File: src/rtl/mem_stage_if.sv
// rtl/mem_stage_if.sv - data memory request/ready bus between mem_stage and the data memory

interface mem_stage_if;
  logic        dmem_req;
  logic        dmem_we;
  logic [31:0] dmem_addr;
  logic [31:0] dmem_wdata;
  logic [31:0] dmem_rdata;
  logic        dmem_ready;

  modport master (
    output dmem_req,
    output dmem_we,
    output dmem_addr,
    output dmem_wdata,
    input  dmem_rdata,
    input  dmem_ready
  );

  modport slave (
    input  dmem_req,
    input  dmem_we,
    input  dmem_addr,
    input  dmem_wdata,
    output dmem_rdata,
    output dmem_ready
  );
endinterface

File: src/rtl/mem_stage.sv
// rtl/mem_stage.sv - MIPS memory-access stage with dmem handshake, stall, MEM/WB register and error reporting

module mem_stage #(
  parameter int TIMEOUT = 15
) (
  input  logic               clk,
  input  logic               rst_n,
  input  logic               RegWrite_M,
  input  logic               MemToReg_M,
  input  logic               MemWrite_M,
  input  logic               MemRead_M,
  input  logic [31:0]        ALUout_M,
  input  logic [31:0]        WriteData_M,
  input  logic [4:0]         WriteReg_M,
  mem_stage_if.master        dmem,
  output logic               stall_M,
  output logic               RegWrite_W,
  output logic               MemToReg_W,
  output logic [31:0]        ReadData_W,
  output logic [31:0]        ALUout_W,
  output logic [4:0]         WriteReg_W,
  output logic               mem_err,
  output logic [1:0]         err_cause
);

  localparam logic ST_IDLE = 1'b0;
  localparam logic ST_WAIT = 1'b1;

  localparam logic [7:0] CNT_LAST = 8'(TIMEOUT - 1);

  localparam logic [1:0] CAUSE_MISALIGN = 2'b01;
  localparam logic [1:0] CAUSE_TIMEOUT  = 2'b10;
  localparam logic [1:0] CAUSE_RW_BOTH  = 2'b11;

  logic       state;
  logic [7:0] wait_cnt;

  logic mem_op;
  logic rw_both;
  logic misaligned;
  logic legal_op;
  logic illegal_op;
  logic wait_done;
  logic wait_timeout;

  // Classify the instruction currently sitting in M and the WAIT exit conditions
  always_comb begin
    mem_op       = MemRead_M | MemWrite_M;
    rw_both      = MemRead_M & MemWrite_M;
    misaligned   = ALUout_M[1:0] != 2'b00;
    legal_op     = mem_op & ~rw_both & ~misaligned;
    illegal_op   = mem_op & ~legal_op;
    // ready on the final counted cycle still counts as a normal completion
    wait_done    = (state == ST_WAIT) & dmem.dmem_ready;
    wait_timeout = (state == ST_WAIT) & ~dmem.dmem_ready & (wait_cnt == CNT_LAST);
  end

  // Hold upstream while a request is being launched or is still outstanding
  always_comb begin
    stall_M = 1'b0;
    if (state == ST_IDLE) begin
      stall_M = legal_op;
    end else begin
      stall_M = ~dmem.dmem_ready & (wait_cnt != CNT_LAST);
    end
  end

  // Access FSM, wait counter and registered dmem request fields
  always_ff @(posedge clk or negedge rst_n) begin
    if (!rst_n) begin
      state           <= ST_IDLE;
      wait_cnt        <= 8'd0;
      dmem.dmem_req   <= 1'b0;
      dmem.dmem_we    <= 1'b0;
      dmem.dmem_addr  <= 32'd0;
      dmem.dmem_wdata <= 32'd0;
    end else if (state == ST_IDLE) begin
      if (legal_op) begin
        state           <= ST_WAIT;
        wait_cnt        <= 8'd0;
        dmem.dmem_req   <= 1'b1;
        dmem.dmem_we    <= MemWrite_M;
        dmem.dmem_addr  <= ALUout_M;
        dmem.dmem_wdata <= WriteData_M;
      end
    end else begin
      if (wait_done || wait_timeout) begin
        state         <= ST_IDLE;
        dmem.dmem_req <= 1'b0;
      end else begin
        wait_cnt <= wait_cnt + 8'd1;
      end
    end
  end

  // One-cycle error pulse; cleared on every edge that does not set it
  always_ff @(posedge clk or negedge rst_n) begin
    if (!rst_n) begin
      mem_err   <= 1'b0;
      err_cause <= 2'b00;
    end else if (state == ST_IDLE && illegal_op) begin
      mem_err   <= 1'b1;
      err_cause <= rw_both ? CAUSE_RW_BOTH : CAUSE_MISALIGN;
    end else if (wait_timeout) begin
      mem_err   <= 1'b1;
      err_cause <= CAUSE_TIMEOUT;
    end else begin
      mem_err   <= 1'b0;
      err_cause <= 2'b00;
    end
  end

  // MEM/WB register: pass the instruction on completion, otherwise insert an all-zero bubble
  always_ff @(posedge clk or negedge rst_n) begin
    if (!rst_n) begin
      RegWrite_W <= 1'b0;
      MemToReg_W <= 1'b0;
      ReadData_W <= 32'd0;
      ALUout_W   <= 32'd0;
      WriteReg_W <= 5'd0;
    end else if ((state == ST_IDLE && !mem_op) || wait_done) begin
      RegWrite_W <= RegWrite_M;
      MemToReg_W <= MemToReg_M;
      ReadData_W <= (wait_done && MemRead_M) ? dmem.dmem_rdata : 32'd0;
      ALUout_W   <= ALUout_M;
      WriteReg_W <= WriteReg_M;
    end else begin
      RegWrite_W <= 1'b0;
      MemToReg_W <= 1'b0;
      ReadData_W <= 32'd0;
      ALUout_W   <= 32'd0;
      WriteReg_W <= 5'd0;
    end
  end

endmodule

File: src/flat_wrapper.sv
// flat-port wrapper written by rule: the top's interface ports become plain ports
module mem_stage_flat 
#(
  parameter int TIMEOUT = 15
)
  (clk, rst_n, RegWrite_M, MemToReg_M, MemWrite_M, MemRead_M, ALUout_M, WriteData_M, WriteReg_M, stall_M, RegWrite_W, MemToReg_W, ReadData_W, ALUout_W, WriteReg_W, mem_err, err_cause, dmem_dmem_req, dmem_dmem_we, dmem_dmem_addr, dmem_dmem_wdata, dmem_dmem_rdata, dmem_dmem_ready);
  mem_stage_if dmem_i ();
  input  logic clk;
  input  logic rst_n;
  input  logic RegWrite_M;
  input  logic MemToReg_M;
  input  logic MemWrite_M;
  input  logic MemRead_M;
  input  logic [31:0] ALUout_M;
  input  logic [31:0] WriteData_M;
  input  logic [4:0] WriteReg_M;
  output logic stall_M;
  output logic RegWrite_W;
  output logic MemToReg_W;
  output logic [31:0] ReadData_W;
  output logic [31:0] ALUout_W;
  output logic [4:0] WriteReg_W;
  output logic mem_err;
  output logic [1:0] err_cause;
  output wire logic [$bits(dmem_i.dmem_req)-1:0] dmem_dmem_req;
  output wire logic [$bits(dmem_i.dmem_we)-1:0] dmem_dmem_we;
  output wire logic [$bits(dmem_i.dmem_addr)-1:0] dmem_dmem_addr;
  output wire logic [$bits(dmem_i.dmem_wdata)-1:0] dmem_dmem_wdata;
  input wire logic [$bits(dmem_i.dmem_rdata)-1:0] dmem_dmem_rdata;
  input wire logic [$bits(dmem_i.dmem_ready)-1:0] dmem_dmem_ready;
  assign dmem_dmem_req = dmem_i.dmem_req;
  assign dmem_dmem_we = dmem_i.dmem_we;
  assign dmem_dmem_addr = dmem_i.dmem_addr;
  assign dmem_dmem_wdata = dmem_i.dmem_wdata;
  assign dmem_i.dmem_rdata = dmem_dmem_rdata;
  assign dmem_i.dmem_ready = dmem_dmem_ready;
  mem_stage #(.TIMEOUT(TIMEOUT)) u_core (.clk(clk), .rst_n(rst_n), .RegWrite_M(RegWrite_M), .MemToReg_M(MemToReg_M), .MemWrite_M(MemWrite_M), .MemRead_M(MemRead_M), .ALUout_M(ALUout_M), .WriteData_M(WriteData_M), .WriteReg_M(WriteReg_M), .dmem(dmem_i), .stall_M(stall_M), .RegWrite_W(RegWrite_W), .MemToReg_W(MemToReg_W), .ReadData_W(ReadData_W), .ALUout_W(ALUout_W), .WriteReg_W(WriteReg_W), .mem_err(mem_err), .err_cause(err_cause));
endmodule
File: config.mk
export PLATFORM = sky130hd
export DESIGN_NAME = mem_stage_flat
export DESIGN_NICKNAME = d
export VERILOG_FILES = /design/src/rtl/mem_stage_if.sv /design/src/rtl/mem_stage.sv /design/src/flat_wrapper.sv
export SDC_FILE = /design/constraint.sdc
export NUM_CORES = 1
export LEC_CHECK = 0
export BUFFER_PORTS_ARGS = -buffer_cell sky130_fd_sc_hd__buf_4
export CORE_MARGIN = 2
export CORE_UTILIZATION = 25
export CTS_CLUSTER_SIZE = 40
export DETAILED_ROUTE_END_ITERATION = 16
export PLACE_DENSITY = 0.57
export SLEW_MARGIN = 20
export SYNTH_ARGS = -nofsm -noshare
export SYNTH_HDL_FRONTEND = slang
export SYNTH_SLANG_ARGS = --single-unit
File: constraint.sdc
create_clock -name clk -period 2 [get_ports clk]
set_input_delay 0.3 -clock clk [delete_from_list [all_inputs] [get_ports clk]]
set_output_delay 0.3 -clock clk [all_outputs]
set_load 0.1 [all_outputs]
; ---- Yosys cells after proc, flatten, opt, wreduce, memory -nomap -nowiden
; Cells that the tools add are included.
[totals]
word_cells = 64
output_inout_bits = 141
reg_bits = 149
input_bits = 108
[op_classes]
add_sub_neg = 1
eq_ne = 4
n_bitwise = 14
muxes = 21
reduce_logical = 11
[ops]
columns = op, count
row1 = $mux W32, 3
row2 = $mux W8, 3
row3 = $mux W1, 11
row4 = $add A8 B1 Y8 const B, 1
row5 = $and A1 B1 Y1, 8
row6 = $eq A8 B4 Y1 const B, 1
row7 = $ne A8 B4 Y1 const B, 1
row8 = $mux W2, 3
row9 = $reduce_and A2 Y1, 3
row10 = $mux W5, 1
row11 = $not A1 Y1, 5
row12 = $ne A2 B2 Y1 const B, 2
row13 = $reduce_bool A2 Y1, 2
row14 = $logic_and A1 B1 Y1, 3
row15 = $logic_or A1 B1 Y1, 2
row16 = $logic_not A1 Y1, 1
row17 = $or A1 B1 Y1, 1

; ---- Longest topological paths before layout
; Gate-level depths: netlist of the first run.
[depth]
depth_word = 8
depth_mapped = 7
mapped_depth_nobuf = 5

; ---- Worst setup path before layout of the first run
; No wires, ideal clock.
[synth_timing]
kind = input to output
start = input MemWrite_M
end = output stall_M
arrival_time_ns = 2.007
setup_slack_ns = -0.307
path_stages = 6
required_ns = 1.700
n_path_buf = 2
path_cell_list = inv_1 -> ha_1 -> or4b_4 -> buf_6 -> buf_6 -> nand2_1
[synth_between]
elab_chain_len = 5
word_cells_on_any_way = 6
cone_classes = mux (1) / bitwise (5)
[synth_lines]
columns = element, line
row1 = start: declaration, flat_wrapper.sv:12  ; input logic MemWrite_M;
row2 = $and A1 B1 Y1, mem_stage.sv:49  ; rw_both = MemRead_M & MemWrite_M;
row3 = $not A1 Y1, mem_stage.sv:51  ; legal_op = mem_op & ~rw_both & ~misaligned;
row4 = $and A1 B1 Y1 (*) (2 in series), mem_stage.sv:51
row5 = $mux W1 (*), mem_stage.sv:61  ; if (state == ST_IDLE) begin
row6 = end: declaration, flat_wrapper.sv:17  ; output logic stall_M;
; Mark *: on every way between the ends. The rest lies on a longest branch, timed or not.

; ---- Final worst setup path of the first run
[layout_timing]
start = register u_core.wait_cnt[7]
end = output stall_M
[layout_between]
elab_chain_len = 3
[layout_lines]
columns = element, line
row1 = start: declaration, mem_stage.sv:36  ; logic [7:0] wait_cnt;
row2 = start signal: assignment, mem_stage.sv:91  ; wait_cnt <= wait_cnt + 8'd1;
row3 = $ne A8 B4 Y1, mem_stage.sv:64  ; stall_M = ~dmem.dmem_ready & (wait_cnt != CNT_LAST);
row4 = $and A1 B1 Y1, mem_stage.sv:64
row5 = $mux W1, mem_stage.sv:61
; Every way passes these cells.

==> results list, run 1 <==
- In the finished design, the share of the clock period the worst path needs comes to 99.12%.
- EDFF count, synth: 0
* Xor/xnor share of the synthesized area: 0%
- Number of hold violations in the final report: 0
* Top library cells by usage in the layout, fill and taps aside: buf_4, nand2_1, dfrtp_1
- In this run the biggest area consumer among cell types represents 68.66% of the synthesized area.
- The worst setup path is launched from a register.
- Site Rows: 53
- The die is 151.4 um tall.
- Unrepaired setup endpoints after global routing: true
* Bufs on Longest Clock Path: 2
* Wire length of the first global-routing pass: 22.28 mm
- Compound-gate portion of the synthesized area: 1.682%
- Data arrival time of the worst path: 1.68 ns
* Critical path fanouts, max: 4
- Classification of the worst-slack hold path: in -> reg
- Remaining antenna violation count after routing: 0
- Multiplexer cells account for under 10% of the synthesized area.
- Clock transition at the register clock pins on the worst setup and hold paths after CTS: 0.06 ns
* Number of max-slew violations in the final report: 0
- H-tree level count: 4
- Relative slew slack: 42.75%
* DR vias/cell: 4.088
- The clock reaches the later pin of the worst-skew pair after between 0.4 and 0.5 ns.
* Antenna Diode Count: 0
* Antenna violations before repair: 0
- The die covers 0.02292 mm^2.
- Count of different cell masters after synthesis: 30
* Die boundary width: 151.4 um
- Highest clock rate: 504.5 MHz
- In this run the cell area of the synthesized design comes to around 0.0054 mm^2.
* Gate count of the mapped netlist: 488
- Total routing resource utilization after global routing: 12.68%
* Worst path max stage delay: 0.43 ns
* Post-synthesis adder-cell area fraction: less than 1%
* Placed Cells incl. Taps: between 900 and 1000
- In this run, synthesis produced a sequential element count of 149.
* TritonCTS buffer count: 17
- Vias post-DR: 4231
- In the routed design, unresolved DRC markers number 0.
* Setup skew after layout: 0.008074 ns
- Synth Area in Simple Gates: between 20% and 30%
- Core region area: 0.02115 mm^2
* Yosys warning count: 0
- Average footprint of a synthesized cell: 11.13 um^2
- From synthesis to final layout, the design area changed by 53.55%.
- The pre-antenna-repair detailed-routing pass consisted of 4 iterations.
* Sequence of cells on the critical path: or3_4, o21ai_4, nand2_4, buf_12
* Final count of negative-setup-slack endpoints: 0
- The first routing iteration left roughly 110 violations.
- Top FF cell, synth: dfrtp_1
- Maximum vdd drop: about 0.57 mV
- RD Place Congestion: 0.6865
* Endpoint kind of the worst setup timing path: output pin
- Power density relative to cell area: 1389 mW/mm^2
- Entering global routing, the biggest net connects 56 pins.
* Worst setup path class: reg -> out
* Clock root buffer master: clkbuf_16
* Max-cap violation count: 0
- At the end of the flow the core is filled with cells to about two fifths.
* Via count of the first global-routing pass: 4279
- Slew at the pin closest to its max-slew limit: 0.8588 ns
* Net count after synthesis: 600
- Sequential elements use 68.66% of the synthesized area.
- Number of sinks handled by clock tree synthesis: around 150
- Library cell occupying the most area in the post-synthesis netlist: dfrtp_1
- Minimum clock period after layout: 1.982 ns
- Pre-CTS setup slack: between 0.04 and 0.05 ns
- Clock tree from TritonCTS: yes
- Top cells by area in the synthesized netlist: dfrtp_1, nand2_1, nor2b_1
* Result of the run: completed
- Cell at the slowest stage of the critical path: or3_4
* Io pins: about 250
* Buffers on Ports: ~250
* Wire length per cell: between 10 and 15 um
- Worst path setup slack after routing: 0.01769 ns
* Number of nets in the layout: between 800 and 900
- The total overflow left after global routing is 0.
* Non-Filler Instances: about 1000
* Hold_ws: 0.06886 ns
- For this configuration, the core starts out at a cell density of between 20% and 30%.
* Leakage power: 4.492 nW
- Leaving out fill and tap cells, the most frequent cell in the layout is buf_4.
- Required time reported for the critical path endpoint: between 1.5 and 2 ns
- The completed layout was analyzed and its total power is 11.58 mW.
* Share of final-layout standard cells stronger than drive strength 1: approximately 40%
- Combinational family with the most area after synthesis: simple AND/OR/NAND/NOR gates
- Final HPWL from detailed placement: 10.13 mm
- Async set-or-reset flop fraction in the synthesized netlist: 100.0%
- The routed design has approximately 15 mm of wire.
-- routing by layer --
layer  GRT usage, %  up-vias  routed length [um]
met5              0        -                   0
met4          4.813        0                 255
li1               -     2033                   -
met3          5.602       18                1584
met1          15.24     2009                5987
met2          20.02      171                6775
-- cell usage after synthesis, types with 2 or more instances --
cell type,number
nand2_1,196
dfrtp_1,149
nor2b_1,40
and2_1,34
clkbuf_1,8
buf_6,7
mux2i_1,7
buf_2,5
buf_4,4
ha_1,4
inv_1,4
a21oi_1,3
nor2_1,3
o211ai_1,3
and4b_1,2
nand3_1,2
nand4b_1,2
o21ai_1,2
or3_1,2
-- logic make-up (layout without fill, tap and decap cells) --
group	Yosys count	in the layout
adder cells (fa/ha/maj)	4	4
flip-flops	149	149
multiplexers	7	7
buffers and inverters	28	300
AND/OR/NAND/NOR	286	286
AO/OA/AOI/OAI	14	14
-- through the flow --
stage	cell area [um^2]	setup TNS, ns
after floorplan	5438	0
after global placement	7635	0
after detailed placement	7635	0
after CTS	8322	0
after global routing	8338	-0.03794
final	8338	0
-- critical path: cells and delay by family, from the launching register on --
kind                   cells  cell delay (ns)
DFF                        1             0.40
and+or+nand+nor            2             0.50
AOI/OAI and AO/OA          1             0.20
buffers and inverters      1             0.16
-- worst paths after layout --
kind | from | to | slack [ns] | depth (start not counted)
setup / recovery | u_core.wait_cnt[7]$_DFFE_PN0P_ | stall_M | 0.02 | 4
hold reg to reg | u_core.dmem.dmem_addr[9]$_DFFE_PN0P_ | u_core.dmem.dmem_addr[9]$_DFFE_PN0P_ | 0.47 | 2
hold / removal | WriteData_M[3] | u_core.dmem.dmem_wdata[3]$_DFFE_PN0P_ | 0.07 | 3
max in group asynchronous | rst_n | u_core.dmem.dmem_req$_DFFE_PN0P_ | 0.97 | 3
min in group asynchronous | rst_n | u_core.WriteReg_W[1]$_DFF_PN0_ | 0.37 | 2
setup reg to reg | u_core.state$_DFF_PN0_ | u_core.dmem.dmem_req$_DFFE_PN0P_ | 0.30 | 5
-- registers in the layout, indices dropped and copies added (netlist names), 2 cells and up --
| signal | flops |
|---|---|
| u_core.ALUout_W | 32 |
| u_core.ReadData_W | 32 |
| u_core.WriteReg_W | 5 |
| u_core.dmem.dmem_addr | 32 |
| u_core.dmem.dmem_wdata | 32 |
| u_core.err_cause | 2 |
| u_core.wait_cnt | 8 |
-- area by class of cell --
class	count	area [um^2]
Tap cell	275	344.1
Timing Repair Buffer	264	2051
Inverter	4	15.01
Multi-Input combinational cell	311	1568
Clock inverter	14	200.2
Sequential cell	149	3731
Clock buffer	18	429.2
Fill cell	2135	12820
-- power breakdown --
group | leakage (nW) | switching (mW) | internal, mW
registers | 1.95 | 0.216 | 3.44
clock network | 0.303 | 1.32 | 2.11
logic | 2.24 | 3.62 | 0.885
-- repair_timing --
action | 4_1_cts | 5_1_grt
setup buffers | 2 | 2
gates resized for setup | 8 | 1
pin swaps | 1 | 2
endpoints found under the hold margin | 37 | 0
setup endpoints to repair | 1 | 1
hold buffers | 1 | 0
Note: power is estimated with default switching activity, not from simulation.
==> inputs of run 2 (changes only) <==
CELL_PAD_IN_SITES_DETAIL_PLACEMENT = 0   (was not set)
CELL_PAD_IN_SITES_GLOBAL_PLACEMENT = 1   (was not set)
PLACE_DENSITY = 0.69   (was 0.57)
SETUP_SLACK_MARGIN = 0.4   (was not set)
clock period = 2.2 ns   (was 2 ns; I/O delays follow)
==> results list, run 2 (same netlist as run 1, synthesis figures left out) <==
* Cell depth of the worst min-delay path: 3 (unchanged)
- Minimum clock period after layout: 2.036 ns
* Share of the clock period used by the worst path: 92.56%
* Total wirelength of the detailed-routed design: 14.77 mm (+1.2%)
- Worst path max stage delay: 0.41 ns (-0.02 ns)
* Sequence of cells on the critical path: or3_4, o21ai_4, nand2_8, buf_12
- Share of final-layout standard cells stronger than drive strength 1: 40.45% (+0.58 points)
- The number of max-capacitance violations reported was 0 (unchanged).
- Highest clock rate: between 400 and 500 MHz
- TritonCTS buffer count: 17 (unchanged)
- The number of placed I/O pins came to 249 (unchanged).
- R2R cell count: 3 (-2)
* DRC violation count after routing: 0 (unchanged)
- The kind of cell with the highest combined delay along the critical path is simple AND/OR/NAND/NOR gates.
- The count of final max-slew check failures was 0 (unchanged).
- Total non-filler cell area in the finished layout: 0.008351 mm^2 (+0.15%)
- The utilization after layout was 39.47% (+0.059 points).
- Remaining antenna violation count after routing: 0 (unchanged)
- Antenna Diode Count: 0 (unchanged)
- The leftover overflow at the end of global routing is 0 (unchanged).
- Slew at the pin closest to its max-slew limit: 0.4748 ns (-0.3840 ns)
* Cell at the slowest stage of the critical path: dfrtp_1
* Buffers on Ports: 248 (unchanged)
- The final hold violation count came to 0 (unchanged).
- In the layout the commonest cells are buf_4, nand2_1, dfrtp_1.
- Clock tree from TritonCTS: yes
- The die outline area is 0.02292 mm^2 (unchanged).
* Relative slew slack: 68.35% (+26 points)
* Initial Utilization: 25.67% (unchanged)
* Clock transition at the register clock pins on the worst setup and hold paths after CTS: 0.06 ns (about the same)
- Launching point of the worst reg2reg path: u_core.state$_DFF_PN0_
- The number of detailed-route iterations in the first pass came to 4 (unchanged).
* Worst-Skew Late Latency: 0.42 ns (about the same)
* Hold_ws: 0.1055 ns (+0.03667 ns)
* Site Rows: 53 (unchanged)
- The total setup violations reported at the end of the flow came to 0 (unchanged).
- In this run the worst setup path begins at u_core.wait_cnt[6]$_DFFE_PN0P_.
- The worst hold path begins at WriteData_M[10].
- The critical path is of the reg -> out type.
- DR vias/cell: 4.060 (-0.69%)
* Non-Filler Instances: 1039 (+0.39%)
- Clock root buffer master: clkbuf_16
* Die boundary width: 151.4 um (unchanged)
- Most common cell after layout, fill and taps aside: buf_4
* Switching component of the power: 4.709 mW (-8.7%)
* Startpoint kind of the worst setup timing path: register
- Compared with the post-synthesis result, the final layout area differs by 53.78%.
* Setup total negative slack: 0 ns (unchanged)
- The min-delay analysis places its worst path in the category in -> reg.
* Vias post-DR: 4218 (-0.31%)
* Combined buffer and inverter count along the critical path: 1 (unchanged)
- Wire length of the first global-routing pass: 22.61 mm (+1.5%)
- Final HPWL from detailed placement: 10.29 mm (+1.6%)
* Net switching fraction of the power: 45.54% (+1.0 points)
- Setup repair after global routing could not meet its margin everywhere.
* Total routing resource utilization after global routing: 12.89% (+0.21 points)
- Comb pwr share: 39.8% (+0.9 points)
- The cell count after placement is 1001 (+0.30%).
- The reported leakage power was 4.486 nW (-0.16%).
- Number of nets in the layout: 863 (+0.47%)
- The number of sinks handled by clock tree synthesis is 149 (unchanged).
- Power density relative to cell area: 1238 mW/mm^2 (-11%)
- Placed standard-cell area: 0.007687 mm^2 (+0.69%)
* Data arrival time of the worst path: 1.71 ns (+0.03 ns)
* Maximum vdd drop: 0.5233 mV (-8.6%)
- Power Total: 10.34 mW (-11%)
- Wire length per cell: 14.22 um (+0.76%)
* Maximum number of pins on one net before global-route repair: 46 (-18%)
- The number of antenna violations at the first check in global routing is 0 (unchanged).
* Endpoint kind of the worst setup timing path: output pin
- The placeable core area was 0.02115 mm^2 (unchanged).
- Bufs on Longest Clock Path: 2 (unchanged)
- Iter 0 DRT Violations: 176 (+64%)
- Required time reported for the critical path endpoint: 1.87 ns (+0.17 ns)
- Setup skew after layout: 0.007578 ns (-0.0004958 ns)
- The final critical-path setup slack was 0.1638 ns (+0.1461 ns).
- Result of the run: completed
* Relative contribution of sequential cells to total power: 32.1% (+0.6 points)
* Via count of the first global-routing pass: 4262 (-0.40%)
- H-tree level count: 4 (unchanged)
- The weighted congestion reported at the end of routability-driven placement was 0.7487 (+9.1%).
- The part of the total power dissipated in the clock network came to 28.1% (-1.5 points).
- The die height came to 151.4 um (unchanged).
- Pre-CTS setup slack: 0.2150 ns (+0.1690 ns)
- Critical path fanouts, max: 4 (unchanged)
- WP depth: 4 (unchanged)
- Internal portion of total power: 5.631 mW (-12%)
-- run 2: final timing paths --
kind / to / slack, ns
worst max-delay path: stall_M / 0.16
worst min-delay path: u_core.dmem.dmem_wdata[10]$_DFFE_PN0P_ / 0.11
min in group asynchronous: u_core.dmem.dmem_wdata[7]$_DFFE_PN0P_ / 0.43
max in group asynchronous: u_core.dmem.dmem_wdata[13]$_DFFE_PN0P_ / 1.14
worst min register to register: u_core.dmem.dmem_wdata[23]$_DFFE_PN0P_ / 0.47
worst max register to register: u_core.dmem.dmem_addr[0]$_DFFE_PN0P_ / 0.55
-- run 2: worst min-delay path, stage by stage --
cell and delay, ns:
buf_4 0.08, nand2_1 0.04, nand2_1 0.04
-- run 2: area by class of cell --
| cell class | count | area (um^2) |
|---|---|---|
| repair buffers | 268 | 2068 |
| inverters | 4 | 32.53 |
| fillers | 2107 | 12800 |
| clock inverters | 13 | 147.6 |
| well taps | 275 | 344.1 |
| flip-flops and latches | 149 | 3730 |
| clock buffers | 19 | 432.9 |
| multi-input cells | 311 | 1595 |
-- run 2: repair_timing --
action / CTS / global route
hold buffers: 1 / 0
endpoints found under the hold margin: 40 / 0
pin swaps: 2 / 1
resized for setup: 7 / 2
buffers inserted: 3 / 2
setup endpoints to repair: 1 / 33
-- run 2: power by group through the flow --
stage	Sequential, mW	Combinational (mW)	Clock, mW
5_1_grt	3.36	4.29	3.13
6_report	3.31	4.12	2.91
3_3_place_gp	3.38	4.08	0
2_1_floorplan	6.01	0.427	0
3_5_place_dp	3.38	4.10	0
4_1_cts	3.32	4.15	3.03
-- run 2: routing by layer --
layer / track usage, % / wire length (um)
met3: 5.301 / 1387
met1: 16.05 / 6245
met5: 0 / 0
met4: 4.533 / 215
met2: 20.18 / 6921
